--- src/rtl/note_lookup_arbiter.sv ---
// note_lookup_arbiter: round-robin arbiter that lets several channel
// sequencers share one synchronous note-to-phase-delta table. Each winning
// request is looked up in three cycles (grant, read, capture) and the table
// word is parked in a per-channel holding register with a one-cycle ack.
module note_lookup_arbiter #(
  parameter int NUM_CH = 4,
  parameter int NOTE_W = 6,
  parameter int DATA_W = 32
) (
  input  logic                     i_clk,
  input  logic                     i_reset,
  input  logic [NUM_CH-1:0]        i_req,
  input  logic [NUM_CH*NOTE_W-1:0] i_req_note,
  output logic [NUM_CH-1:0]        o_ack,
  output logic [NUM_CH*DATA_W-1:0] o_phase_delta,
  output logic [NUM_CH-1:0]        o_valid,
  output logic [NOTE_W-1:0]        o_tbl_note,
  output logic                     o_tbl_rd,
  input  logic [DATA_W-1:0]        i_tbl_data,
  output logic                     o_busy
);

  localparam int PTR_W = (NUM_CH > 1) ? $clog2(NUM_CH) : 1;

  typedef enum logic [1:0] {
    IDLE    = 2'd0,
    READ    = 2'd1,
    CAPTURE = 2'd2
  } state_t;

  state_t              state;
  state_t              state_nxt;

  // Round-robin search pointer and the grant latched for the lookup in flight.
  logic [PTR_W-1:0]    ptr;
  logic [PTR_W-1:0]    ptr_nxt;
  logic [NUM_CH-1:0]   gnt_oh;

  // Combinational arbitration results.
  logic [NUM_CH-1:0]   elig;
  logic                pick_any;
  logic [PTR_W-1:0]    pick_idx;
  logic [NUM_CH-1:0]   pick_oh;
  logic [NOTE_W-1:0]   pick_note;
  logic [PTR_W-1:0]    scan_idx;

  // FSM strobes.
  logic                grant;
  logic                capture;

  // Channel index reached by stepping 'off' places upward from 'base',
  // wrapping at NUM_CH (which need not be a power of two).
  function automatic logic [PTR_W-1:0] wrap_add(input logic [PTR_W-1:0] base,
                                                input int               off);
    int s;
    s = 32'(base) + off;
    if (s >= NUM_CH) begin
      s = s - NUM_CH;
    end
    return PTR_W'(s);
  endfunction

  // A channel that is being acked this cycle still has its request up; mask
  // it so the same request is never granted twice.
  assign elig = i_req & ~o_ack;

  // Round-robin pick: first eligible channel at or above ptr, modulo NUM_CH.
  always_comb begin
    pick_any = 1'b0;
    pick_idx = '0;
    scan_idx = '0;
    for (int k = 0; k < NUM_CH; k++) begin
      scan_idx = wrap_add(ptr, k);
      if (!pick_any && elig[scan_idx]) begin
        pick_any = 1'b1;
        pick_idx = scan_idx;
      end
    end
  end

  // One-hot grant, the winner's note code and the pointer value after it.
  always_comb begin
    pick_oh   = '0;
    pick_note = '0;
    if (pick_any) begin
      pick_oh[pick_idx] = 1'b1;
    end
    for (int c = 0; c < NUM_CH; c++) begin
      if (pick_oh[c]) begin
        pick_note = i_req_note[c*NOTE_W +: NOTE_W];
      end
    end
    if (32'(pick_idx) == NUM_CH - 1) begin
      ptr_nxt = '0;
    end else begin
      ptr_nxt = pick_idx + PTR_W'(1);
    end
  end

  // FSM state register.
  always_ff @(posedge i_clk or posedge i_reset) begin
    if (i_reset) begin
      state <= IDLE;
    end else begin
      state <= state_nxt;
    end
  end

  // FSM next state and decoded strobes: grant in IDLE, read strobe in READ,
  // capture of table data at the end of CAPTURE.
  always_comb begin
    state_nxt = state;
    grant     = 1'b0;
    capture   = 1'b0;
    o_tbl_rd  = 1'b0;
    o_busy    = 1'b0;
    unique case (state)
      IDLE: begin
        if (pick_any) begin
          grant     = 1'b1;
          state_nxt = READ;
        end
      end
      READ: begin
        o_tbl_rd  = 1'b1;
        o_busy    = 1'b1;
        state_nxt = CAPTURE;
      end
      CAPTURE: begin
        o_busy    = 1'b1;
        capture   = 1'b1;
        state_nxt = IDLE;
      end
      default: begin
        state_nxt = IDLE;
      end
    endcase
  end

  // On grant: advance the pointer, remember the winner and sample its note
  // once; later note changes cannot disturb the lookup in flight.
  always_ff @(posedge i_clk or posedge i_reset) begin
    if (i_reset) begin
      ptr        <= '0;
      gnt_oh     <= '0;
      o_tbl_note <= '0;
    end else if (grant) begin
      ptr        <= ptr_nxt;
      gnt_oh     <= pick_oh;
      o_tbl_note <= pick_note;
    end
  end

  // Ack pulses for exactly the cycle after CAPTURE; valid is sticky.
  always_ff @(posedge i_clk or posedge i_reset) begin
    if (i_reset) begin
      o_ack   <= '0;
      o_valid <= '0;
    end else begin
      o_ack <= capture ? gnt_oh : '0;
      if (capture) begin
        o_valid <= o_valid | gnt_oh;
      end
    end
  end

  // Holding registers: only the granted channel's word is overwritten, with
  // the table data passed through untouched.
  always_ff @(posedge i_clk or posedge i_reset) begin
    if (i_reset) begin
      o_phase_delta <= '0;
    end else if (capture) begin
      for (int c = 0; c < NUM_CH; c++) begin
        if (gnt_oh[c]) begin
          o_phase_delta[c*DATA_W +: DATA_W] <= i_tbl_data;
        end
      end
    end
  end

endmodule

--- config.mk ---
export PLATFORM = sky130hd
export DESIGN_NAME = note_lookup_arbiter
export DESIGN_NICKNAME = d
export VERILOG_FILES = /design/src/rtl/note_lookup_arbiter.sv
export SDC_FILE = /design/constraint.sdc
export NUM_CORES = 1
export LEC_CHECK = 0
export CORE_ASPECT_RATIO = 1.1
export CORE_MARGIN = 4
export CORE_UTILIZATION = 49
export DETAILED_ROUTE_END_ITERATION = 10
export PLACE_DENSITY = 0.86
export SYNTH_ARGS = -nofsm -noshare
export SYNTH_HDL_FRONTEND = slang
export SYNTH_SLANG_ARGS = --single-unit
--- constraint.sdc ---
create_clock -name i_clk -period 7.6 [get_ports i_clk]
set_input_delay 1.52 -clock i_clk [delete_from_list [all_inputs] [get_ports i_clk]]
set_output_delay 1.52 -clock i_clk [all_outputs]
set_load 0.01 [all_outputs]
Yosys cells after proc, flatten, opt, wreduce, memory -nomap -nowiden
Index checks and enable logic that the tools add are counted.

operators by class
  eq/ne operators = 4
  reductions and logical operators = 13
  mux-type cells = 36
  bitwise operators = 3
  $lt $le $gt $ge = 10
  $add $sub $neg = 8

operators by type and width
  operator             number
  $mux 6               4
  $mux 2               10
  $lt 2x3->1 const B   5
  $mux 1               14
  $ge 3x3->1 const B   3
  $bmux 1 s2           4
  $mux 4               2
  $reduce_and 2->1     4
  $sub 2x1->2 const B  4
  $add 2x2->3 const B  2
  $and 4x4->4          1
  $eq 2x2->1 const B   2
  $logic_and 1x1->1    4
  $not 4->4            1
  $or 4x4->4           1
  $pmux 2 s2           1
  $add 2x1->3 const B  1
  $ge 2x3->1 const B   1
  $logic_not 1->1      3
  $add 2x1->2 const B  1
  $demux 1 s2          1
  $eq 2x1->1 const B   1
  $ge 2x1->1 const B   1
  $logic_not 2->1      1
  2 further kinds      2

word-level totals
  bits of input ports = 62
  logic and storage cells = 84
  register bits after elaboration = 150

Longest topological paths before layout
Gate-level depths: netlist of run 1.

  depth after elaboration = 23
  gate-level depth with buffers = 10
  mapped depth without buffers = 8

Worst setup path after synthesis of run 1
Ideal clock, no wire load.

  kind = input -> register
  start = in i_req[1]
  end = reg o_tbl_note[3]
  data arrival time = 3.248 ns
  slack = 4.207 ns
  data required time = 7.454 ns
  cell stages on the path = 9
  library setup time = 0.146 ns
  path through = nor2b_1 -> buf_2 -> nor3b_1 -> or3_1 -> ha_1 -> or2_2 -> buf_1 -> a221oi_1 -> o31ai_1

on the way
  word-level cells in the longest chain between the ends = 22

ends and longest elaborated chain
  what                                                            line  source
  start: declaration                                              12    input logic [NUM_CH-1:0] i_req,
  $and 4x4->4 (*)                                                 65    assign elig = i_req & ~o_ack;
  $bmux 1 s2                                                      74    if (!pick_any && elig[scan_idx]) begin
  $mux 1 (implied by the code)                                    74
  $mux 1                                                          74
  $logic_not 1->1                                                 74
  $logic_and 1x1->1                                               74
  $mux 1                                                          74
  $logic_not 1->1                                                 74
  [3 not listed]                                                  -
  $logic_and 1x1->1                                               74
  $mux 2                                                          74
  $lt 2x3->1 (implied by the code) or $ge 2x1->1 (tied branches)  86    pick_oh[pick_idx] = 1'b1;
  $logic_and 1x1->1 (implied by the code)                         86
  $mux 1 (implied by the code)                                    86
  $demux 1 s2                                                     86
  $mux 4                                                          85    if (pick_any) begin
  $mux 6 (4 in series)                                            89    if (pick_oh[c]) begin
  end signal: assignment                                          150   o_tbl_note <= pick_note;
  end: declaration                                                17    output logic [NOTE_W-1:0] o_tbl_note,

Mark *: on every way between the ends. The rest lies on a longest branch, timed or not. The select of a mux whose other input is x is not followed.
A chain may end at the register's enable or synchronous reset.

Final worst setup path of run 1
  start = in i_req[1]
  end = reg o_tbl_note[2]

The elaborated chain is that of the path after synthesis.

==> flow_summary.ini, run 1 <==
[outcome]
outcome = finished clean

[yosys]
syn_area_per_cell_um2 = 15.1
synthesis.area_mm2 = 0.00593
synth_top_flop_cell = dfrtp_1
synthesis.nets = 464
synth_seq_cells = 150
syn_inst = 394
synth_area_leaders = dfrtp_1, mux2_2, ha_1
yosysSeqAreaShare_pct = 63.3
synth_top_area_share_pct = 63.3
synthArstFlopShare_pct = 100
ys_warn_count = 0
yosys.area.top_type = dfrtp_1
synth_edf_count = 0
synth_cell_type_count = 28

[timing]
setup-violations-final = 0
fin_crit_sh_pct = 50.3
timing.hold.ws_ns = 0.468
finalMaxSlewViolations = 0
fmax_mhz = 262
clock_skew_ns = 0.00714
layout_min_cycle_time_ns = 3.82
rsz0062_at_grt = no
final-hold-violation-count = 0
slew_headroom_pct = 28.2
tns_ns = 0
worstMarginPinSlew_ns = 1.08

[power]
vdd_drop_max_mv = 0.263
leakagePower_nw = 3.69
power.density_mw_per_mm2 = 457

[grt]
grt_pass1_wl_mm = 23.8
first_global_vias = 4467
grt_overflow = 0
antenna_found_initial = 0
grt_max_degree = 89
grt_usage_pct = 22.1

[clock_network]
clockBufferDepth = 2
cts_tree = yes
clk-insertion-delay-late_ns = 0.41
cts_sinks = 150
cts_root_buffer = clkbuf_16
ctsResizeCount = 0
cts_buffers = 17
htreeDepth = 4
hold_buffers = 0
cts.reportedPaths.clkPinSlew_ns = 0.06
cts_setup_buffers = 0

[layout]
final_cell_mix = clkdlybuf4s50_1, dfrtp_1, mux2_2, clkbuf_16, a21oi_1
n_antenna_cell = 0
layout.cells.non_filler = 764
syn2layout_area_growth_pct = 46.1
final_nets = 671
utilization_pct = 74.4
layout-drive-gt1-share_pct = 28.3
layout_commonest_cell = clkdlybuf4s50_1

[detailed_routing]
first_pass_iters = 4
drt-initial-drc-count = 148
drc_errors = 0
wl_mm = 14.7
vias_per_cell = 5.27
dr_total_vias = 4025
detail-route-antenna-nets = 0
wl_per_cell_um = 19.3

[floorplan]
start_util_pct = 50.9
ios = 206
core_area_mm2 = 0.0116
die_h_um = 123
std_cell_rows = 41
die_width_um = 113
dieArea_mm2 = 0.0139

[critical_path]
reg2regPathDepth = 7
crit_type = input pin to flop
end_kind = flop
path_max_fanout = 8
startpoint_type = input pin
required_ns = 7.85
crit_arrival_ns = 4.07

[placed_design]
place.gp.congestion = 0.906
dp_hpwl_mm = 10.2
port_buffers = 205
placed_cells = 732

[worst_hold_path]
hold_path_class = flop to flop
hold-path-cell-count = 1

[job]
maxCapViolCount = 0
==> cell usage after synthesis (all sizes together) (2+ instances only) <==
master  instances
o31ai           6
dfrtp         150
nand2          11
nand2b          5
inv            14
a221oi          6
buf             5
a21oi          15
o21ai           5
mux2          135
or2             2
nand3b          2
clkbuf         13
nor2            3
ha              8
nor2b           5
==> layer usage <==
metal / global-route usage [%] / vias to the layer above / wire length [um] / share of wire, %
met1: 25.4 / 2019 / 5570 / 38
li1: - / 1818 / - / -
met3: 8.42 / 22 / 1250 / 8.5
met5: 0 / - / 0 / 0
met2: 38.1 / 166 / 7590 / 52
met4: 7.81 / 0 / 296 / 2.0
==> registers in the layout (all words and copies together), names as in the netlist <==
register,cells
ptr,2
state,2
gnt_oh,4
o_phase_delta,128
o_valid,4
o_ack,4
o_tbl_note,6
==> cells by family after synthesis <==
kind of cell | Yosys count | synth area share (%)
adders and majority gates | 8 | 1.69
muxes | 135 | 25.6
DFF | 150 | 63.3
AOI/OAI and AO/OA | 35 | 4.07
buffers and inverters | 32 | 2.24
and+or+nand+nor | 34 | 3.08
==> worst max-delay path: stages <==
cell             delay [ns]
clkdlybuf4s50_1        0.46
nor2b_1                0.45
nor3b_1                0.16
or3_1                  0.41
ha_1                   0.31
or2_2                  0.38
a221oi_1               0.27
o31ai_1                0.11
==> area by class of cell <==
type | count | area (um2)
Sequential cell | 150 | 3750
Fill cell | 750 | 2980
Timing Repair Buffer | 206 | 2060
Multi-Input combinational cell | 212 | 2050
Clock buffer | 21 | 460
Tap cell | 150 | 188
Clock inverter | 11 | 93.8
Inverter | 14 | 57.6
==> stage by stage <==
step	instance area [um2]	setup slack [ns]	total power, W
after floorplan	5930	2.04	0.00220
after global placement	8110	3.51	0.00314
after detailed placement	8110	3.38	0.00322
after CTS	8670	3.81	0.00401
after global routing	8670	3.63	0.00418
final	8670	3.78	0.00396
==> path summary, 6_finish.rpt <==
path / from / to / slack (ns)
max: i_req[1] / o_tbl_note[2]$_DFFE_PP0P_ / 3.78
min: o_valid[3]$_DFFE_PP0N_ / o_valid[3]$_DFFE_PP0N_ / 0.47
max reg2reg: o_ack[1]$_DFF_PP0_ / o_tbl_note[2]$_DFFE_PP0P_ / 4.99
min reg2reg: o_valid[3]$_DFFE_PP0N_ / o_valid[3]$_DFFE_PP0N_ / 0.47
max in group asynchronous: i_reset / o_phase_delta[68]$_DFFE_PP0P_ / 4.54
min in group asynchronous: i_reset / o_phase_delta[70]$_DFFE_PP0P_ / 1.56
==> where the power goes <==
part / internal (W) / total, W / switching (W) / leakage, nW
Clock: 0.000441 / 0.000772 / 0.000331 / 0.258
Combinational: 0.00108 / 0.00177 / 0.000692 / 1.67
Sequential: 0.00120 / 0.00142 / 0.000220 / 1.76
Note: power is estimated with default switching activity, not from simulation.
==> run 2: changes to the inputs <==
- CORE_UTILIZATION: 49 -> 45
- PLACE_DENSITY: 0.86 -> 0.8
- clock period: 7.6 -> 3.7 ns (I/O delays scaled with it)
==> run 2 against run 1 <==
Against the previous run:
- die area is 8.3% higher
- final area grew 0.66%
- utilization down 6.0 points
- hold slack improved by 0.0080 ns
- critical path depth did not move
- largest power group unchanged
==> flow_summary.ini, run 2 (synthesis results as in run 1) <==
[power]
finalPower_w = 0.00822
vdd_drop_max_mv = 0.535
power.density_mw_per_mm2 = 943
leakagePower_nw = 3.72

[grt]
grt_max_degree = 151
grt_overflow = 0
antenna_found_initial = 0
grt_usage_pct = 19.9
first_global_vias = 4511
grt_pass1_wl_mm = 23.8

[detailed_routing]
wl_per_cell_um = 18.9
dr_total_vias = 4040
first_pass_iters = 4
drt-initial-drc-count = 261
drc_errors = 0
vias_per_cell = 5.23
detail-route-antenna-nets = 0
wl_mm = 14.6

[timing]
setup-violations-final = 0
slew_headroom_pct = 32.5
final-hold-violation-count = 0
clock_skew_ns = 0.00932
setup_ws_ns = 0.618
worstMarginPinSlew_ns = 1.01
fin_crit_sh_pct = 83.3
finalMaxSlewViolations = 0
layout_min_cycle_time_ns = 3.08
tns_ns = 0
rsz0062_at_grt = no
fmax_mhz = 324

[floorplan]
die_width_um = 117
core_area_mm2 = 0.0128
dieArea_mm2 = 0.0151
die_h_um = 128
ios = 206
start_util_pct = 46.5
std_cell_rows = 43

[critical_path]
end_kind = flop
crit_type = input pin to flop
path_max_fanout = 8
r2r_start = o_ack[1]$_DFF_PP0_
required_ns = 3.95
cp_num_cells = 8
path_cells = clkdlybuf4s50_1, nor2b_1, nor3b_1, or3_1, ha_1, or2_2, a221oi_1, o31ai_1
cpPeakStageDelay_ns = 0.47
r2r_slack_ns = 1.03
cp-startpoint = i_req[1]
crit_path_top_delay_cell = nor2b_1
cp_num_buf_inv = 1
worstReg2RegEnd = o_tbl_note[1]$_DFFE_PP0P_
crit_arrival_ns = 3.34
reg2regPathDepth = 7
startpoint_type = input pin
cp_top_family = simple AND/OR/NAND/NOR gates
crit_end = o_tbl_note[1]$_DFFE_PP0P_

[layout]
n_antenna_cell = 0
final_cell_mix = clkdlybuf4s50_1, dfrtp_1, mux2_2, clkbuf_16, a21oi_1
syn2layout_area_growth_pct = 47.1
utilization_pct = 68.4
layout.cells.non_filler = 772
final_nets = 672
largestRegisters = o_phase_delta: 128 flops, o_tbl_note: 6 flops
layout_commonest_cell = clkdlybuf4s50_1
largest_register_ff_count = 128
regMostFlops = o_phase_delta
layout-drive-gt1-share_pct = 28.6

[clock_network]
clockBufferDepth = 2
cts_setup_buffers = 0
cts.reportedPaths.clkPinSlew_ns = 0.06
clk-insertion-delay-late_ns = 0.41
cts_root_buffer = clkbuf_16
cts_tree = yes
hold_buffers = 0
htreeDepth = 4
cts_buffers = 17
cts_sinks = 150
ctsResizeCount = 0

[worst_hold_path]
hold_path_class = flop to flop

[placed_design]
port_buffers = 205
dpl_worst_slack_ns = 0.230
place.gp.congestion = 0.810
placed_cells = 740
dp_hpwl_mm = 10.1

[job]
maxCapViolCount = 0

[outcome]
outcome = finished clean
## run 2: cell count changes in the layout (fill, tap and decap cells not counted), sizes merged
cell	before	now
clkbuf	21	20
clkinvlp	4	5
bufinv	0	2
inv	17	14
buf	1	2
clkinv	4	5
## run 2: power by group
part | switching (W) | internal, W | total, W
clock network | 0.000647 | 0.00103 | 0.00167
logic | 0.00142 | 0.00222 | 0.00364
registers | 0.000444 | 0.00247 | 0.00291
total | 0.00251 | 0.00571 | 0.00822
## run 2: worst register-to-register path, stage by stage (launching register included)
cell and delay [ns]:
dfrtp_1 0.38, nor2b_1 0.46, nor3b_1 0.17, or3_1 0.43, ha_1 0.33, or2_2 0.38, a221oi_1 0.25, o31ai_1 0.12
## run 2: worst min path at each step
stage / from / end / slack, ns / cells after the start
after global placement: o_valid[1]$_DFFE_PP0N_ / o_valid[1]$_DFFE_PP0N_ / 0.45 / 1
after global routing: o_valid[0]$_DFFE_PP0N_ / o_valid[0]$_DFFE_PP0N_ / 0.50 / 1
after floorplan: gnt_oh[0]$_DFFE_PP0P_ / gnt_oh[0]$_DFFE_PP0P_ / 0.48 / 1
after CTS: o_valid[2]$_DFFE_PP0N_ / o_valid[2]$_DFFE_PP0N_ / 0.48 / 1
after detailed placement: o_valid[2]$_DFFE_PP0N_ / o_valid[2]$_DFFE_PP0N_ / 0.46 / 1
final: o_valid[1]$_DFFE_PP0N_ / o_valid[1]$_DFFE_PP0N_ / 0.48 / 1
## run 2: cell type report
type / instances / area, um2
clock buffer: 20 / 457
clock inverter: 12 / 128
fill: 926 / 4030
inverter: 14 / 56.3
multi-input combinational: 212 / 2050
sequential: 150 / 3750
tap: 157 / 196
timing repair buffer: 207 / 2080
## run 2: routing by layer
metal | vias to the layer above | wire length [um] | GRT usage [%]
met5 | - | 0 | 0
met4 | 0 | 326 | 7.66
met3 | 24 | 1100 | 7.82
met2 | 149 | 7460 | 34.7
met1 | 2059 | 5740 | 22.2
li1 | 1808 | - | -
## run 2: per-stage QoR
step	cell area, um2	hold WS, ns
finish	8720	0.476
global route	8720	0.497
CTS	8720	0.484
detailed placement	8140	0.458
global placement	8140	0.449
floorplan	5930	0.479
==> run 3: changes to the inputs <==
- CORE_UTILIZATION: 45 -> 41
- PLACE_DENSITY: 0.8 -> 0.77
- clock period: 3.7 -> 2.6 ns (I/O delays scaled with it)
==> run 3 against run 2 <==
Against the previous run:
- count of clock-buffer cells in the layout grew 2
- final area grew 2.7%
- via count grew 0.79%
- global-route usage shrank 1.1 points
- sequential power grew 42%
- clock skew shrank 0.0015 ns
- final cell count grew 6.1%
- critical path type unchanged
==> flow_summary.ini, run 3 (synthesis results as in run 1) <==
[outcome]
outcome = finished clean

[detailed_routing]
wl_per_cell_um = 18.2
detail-route-antenna-nets = 0
wl_mm = 14.9
vias_per_cell = 4.97
drt-initial-drc-count = 137
drc_errors = 0
first_pass_iters = 4
dr_total_vias = 4072

[grt]
grt_overflow = 0
antenna_found_initial = 0
grt_usage_pct = 18.8
grt_pass1_wl_mm = 24.0
grt_max_degree = 90
first_global_vias = 4523

[critical_path]
cp_num_buf_inv = 2
startpoint_type = input pin
cp_top_family = simple AND/OR/NAND/NOR gates
end_kind = flop
crit_type = input pin to flop
cpPeakStageDelay_ns = 0.42
crit_path_top_delay_cell = clkdlybuf4s50_1
path_max_fanout = 6
crit_arrival_ns = 2.78
path_cells = clkdlybuf4s50_1, buf_4, and3b_1, o21ai_0, a21oi_1, or2_2, ha_1, nor2b_1, a221oi_1, o31ai_1
required_ns = 2.91

[placed_design]
place.gp.congestion = 0.815
dpl_worst_slack_ns = -0.327
dp_hpwl_mm = 10.7
port_buffers = 205

[timing]
setup_ws_ns = 0.132
fin_crit_sh_pct = 94.9
finalMaxSlewViolations = 0
timing.hold.ws_ns = 0.461
clock_skew_ns = 0.00780
final-hold-violation-count = 0
setup-violations-final = 0
layout_min_cycle_time_ns = 2.47
rsz0062_at_grt = no
slew_headroom_pct = 62.3
worstMarginPinSlew_ns = 0.563
fmax_mhz = 405

[job]
maxCapViolCount = 0

[layout]
largestRegisters = o_phase_delta: 128 flops, o_tbl_note: 6 flops
n_antenna_cell = 0
largest_register_ff_count = 128
regMostFlops = o_phase_delta
layout-drive-gt1-share_pct = 30.3
n_fill_cell = 1070
layout_commonest_cell = clkdlybuf4s50_1
final_nets = 688
syn2layout_area_growth_pct = 51.0
final_cell_mix = clkdlybuf4s50_1, dfrtp_1, mux2_2, clkbuf_16, a21oi_1

[floorplan]
dieArea_mm2 = 0.0165
die_width_um = 123
die_h_um = 134
core_area_mm2 = 0.0140
std_cell_rows = 45
start_util_pct = 42.5
ios = 206

[clock_network]
cts_tree = yes
cts_buffers = 17
cts.reportedPaths.clkPinSlew_ns = 0.06
clockBufferDepth = 2
cts_sinks = 150
htreeDepth = 4
clk-insertion-delay-late_ns = 0.42
cts_setup_buffers = 0
cts_root_buffer = clkbuf_16

[power]
finalPower_w = 0.0119
leakagePower_nw = 3.83
power.density_mw_per_mm2 = 1330
vdd_drop_max_mv = 0.733

[worst_hold_path]
hold_path_class = flop to flop
[run 3: path summary, 6_finish.rpt]
kind / from / to / slack, ns / cells after the start
worst min-delay path: o_valid[0]$_DFFE_PP0N_ / o_valid[0]$_DFFE_PP0N_ / 0.46 / 1
worst max register to register: ptr[1]$_DFFE_PP0P_ / o_tbl_note[2]$_DFFE_PP0P_ / 0.28 / 9
worst max-delay path: i_req[0] / o_tbl_note[2]$_DFFE_PP0P_ / 0.13 / 10
worst min register to register: o_valid[0]$_DFFE_PP0N_ / o_valid[0]$_DFFE_PP0N_ / 0.46 / 1
min in group asynchronous: i_reset / o_phase_delta[28]$_DFFE_PP0P_ / 0.57 / 3
max in group asynchronous: i_reset / o_phase_delta[8]$_DFFE_PP0P_ / 1.61 / 3
[run 3: through the flow]
| stage | area, um2 | setup TNS [ns] | std cells | util, % |
|---|---|---|---|---|
| after floorplan | 5930 | 0 | 394 | - |
| final | 8960 | 0 | 819 | 64.1 |
| after detailed placement | 8350 | -1.82 | 787 | 59.8 |
| after global placement | 8350 | -1.08 | 787 | 59.8 |
| after CTS | 8950 | 0 | 819 | 64.1 |
| after global routing | 8960 | 0 | 819 | 64.1 |
[run 3: worst register-to-register path: cells and delay by family, from the launching register on]
kind	cells	cell delay (ns)
fa+ha+maj	1	0.20
flops	1	0.46
compound gates	3	0.48
simple gates	4	0.91
buf+inv	1	0.15
[run 3: repair_timing]
item / CTS / global route
resized for setup: 0 / 2
hold buffers: 0 / 0
setup endpoints to repair: 0 / 6
[run 3: report_power, final]
part / total (W) / switching, W / internal (W)
combinational: 0.00529 / 0.00206 / 0.00323
clock: 0.00248 / 0.000938 / 0.00154
sequential: 0.00413 / 0.000622 / 0.00351
[run 3: area by class of cell]
class	count	area [um2]	share of cell area, %
clock inverter	10	146	1.63
clock buffer	22	454	5.07
inverter	14	56.3	0.629
tap	188	235	2.63
multi-input combinational	212	2060	23.0
sequential	150	3750	41.9
timing repair buffer	223	2250	25.1
[run 3: per-layer routing]
layer  track usage, %  wire, um  vias to the layer above
met5                0         0                        -
met4             6.35       258                        0
met3             8.39      1430                       22
met2             30.5      7430                      160
met1             22.2      5810                     2051
li1                 -         -                     1839
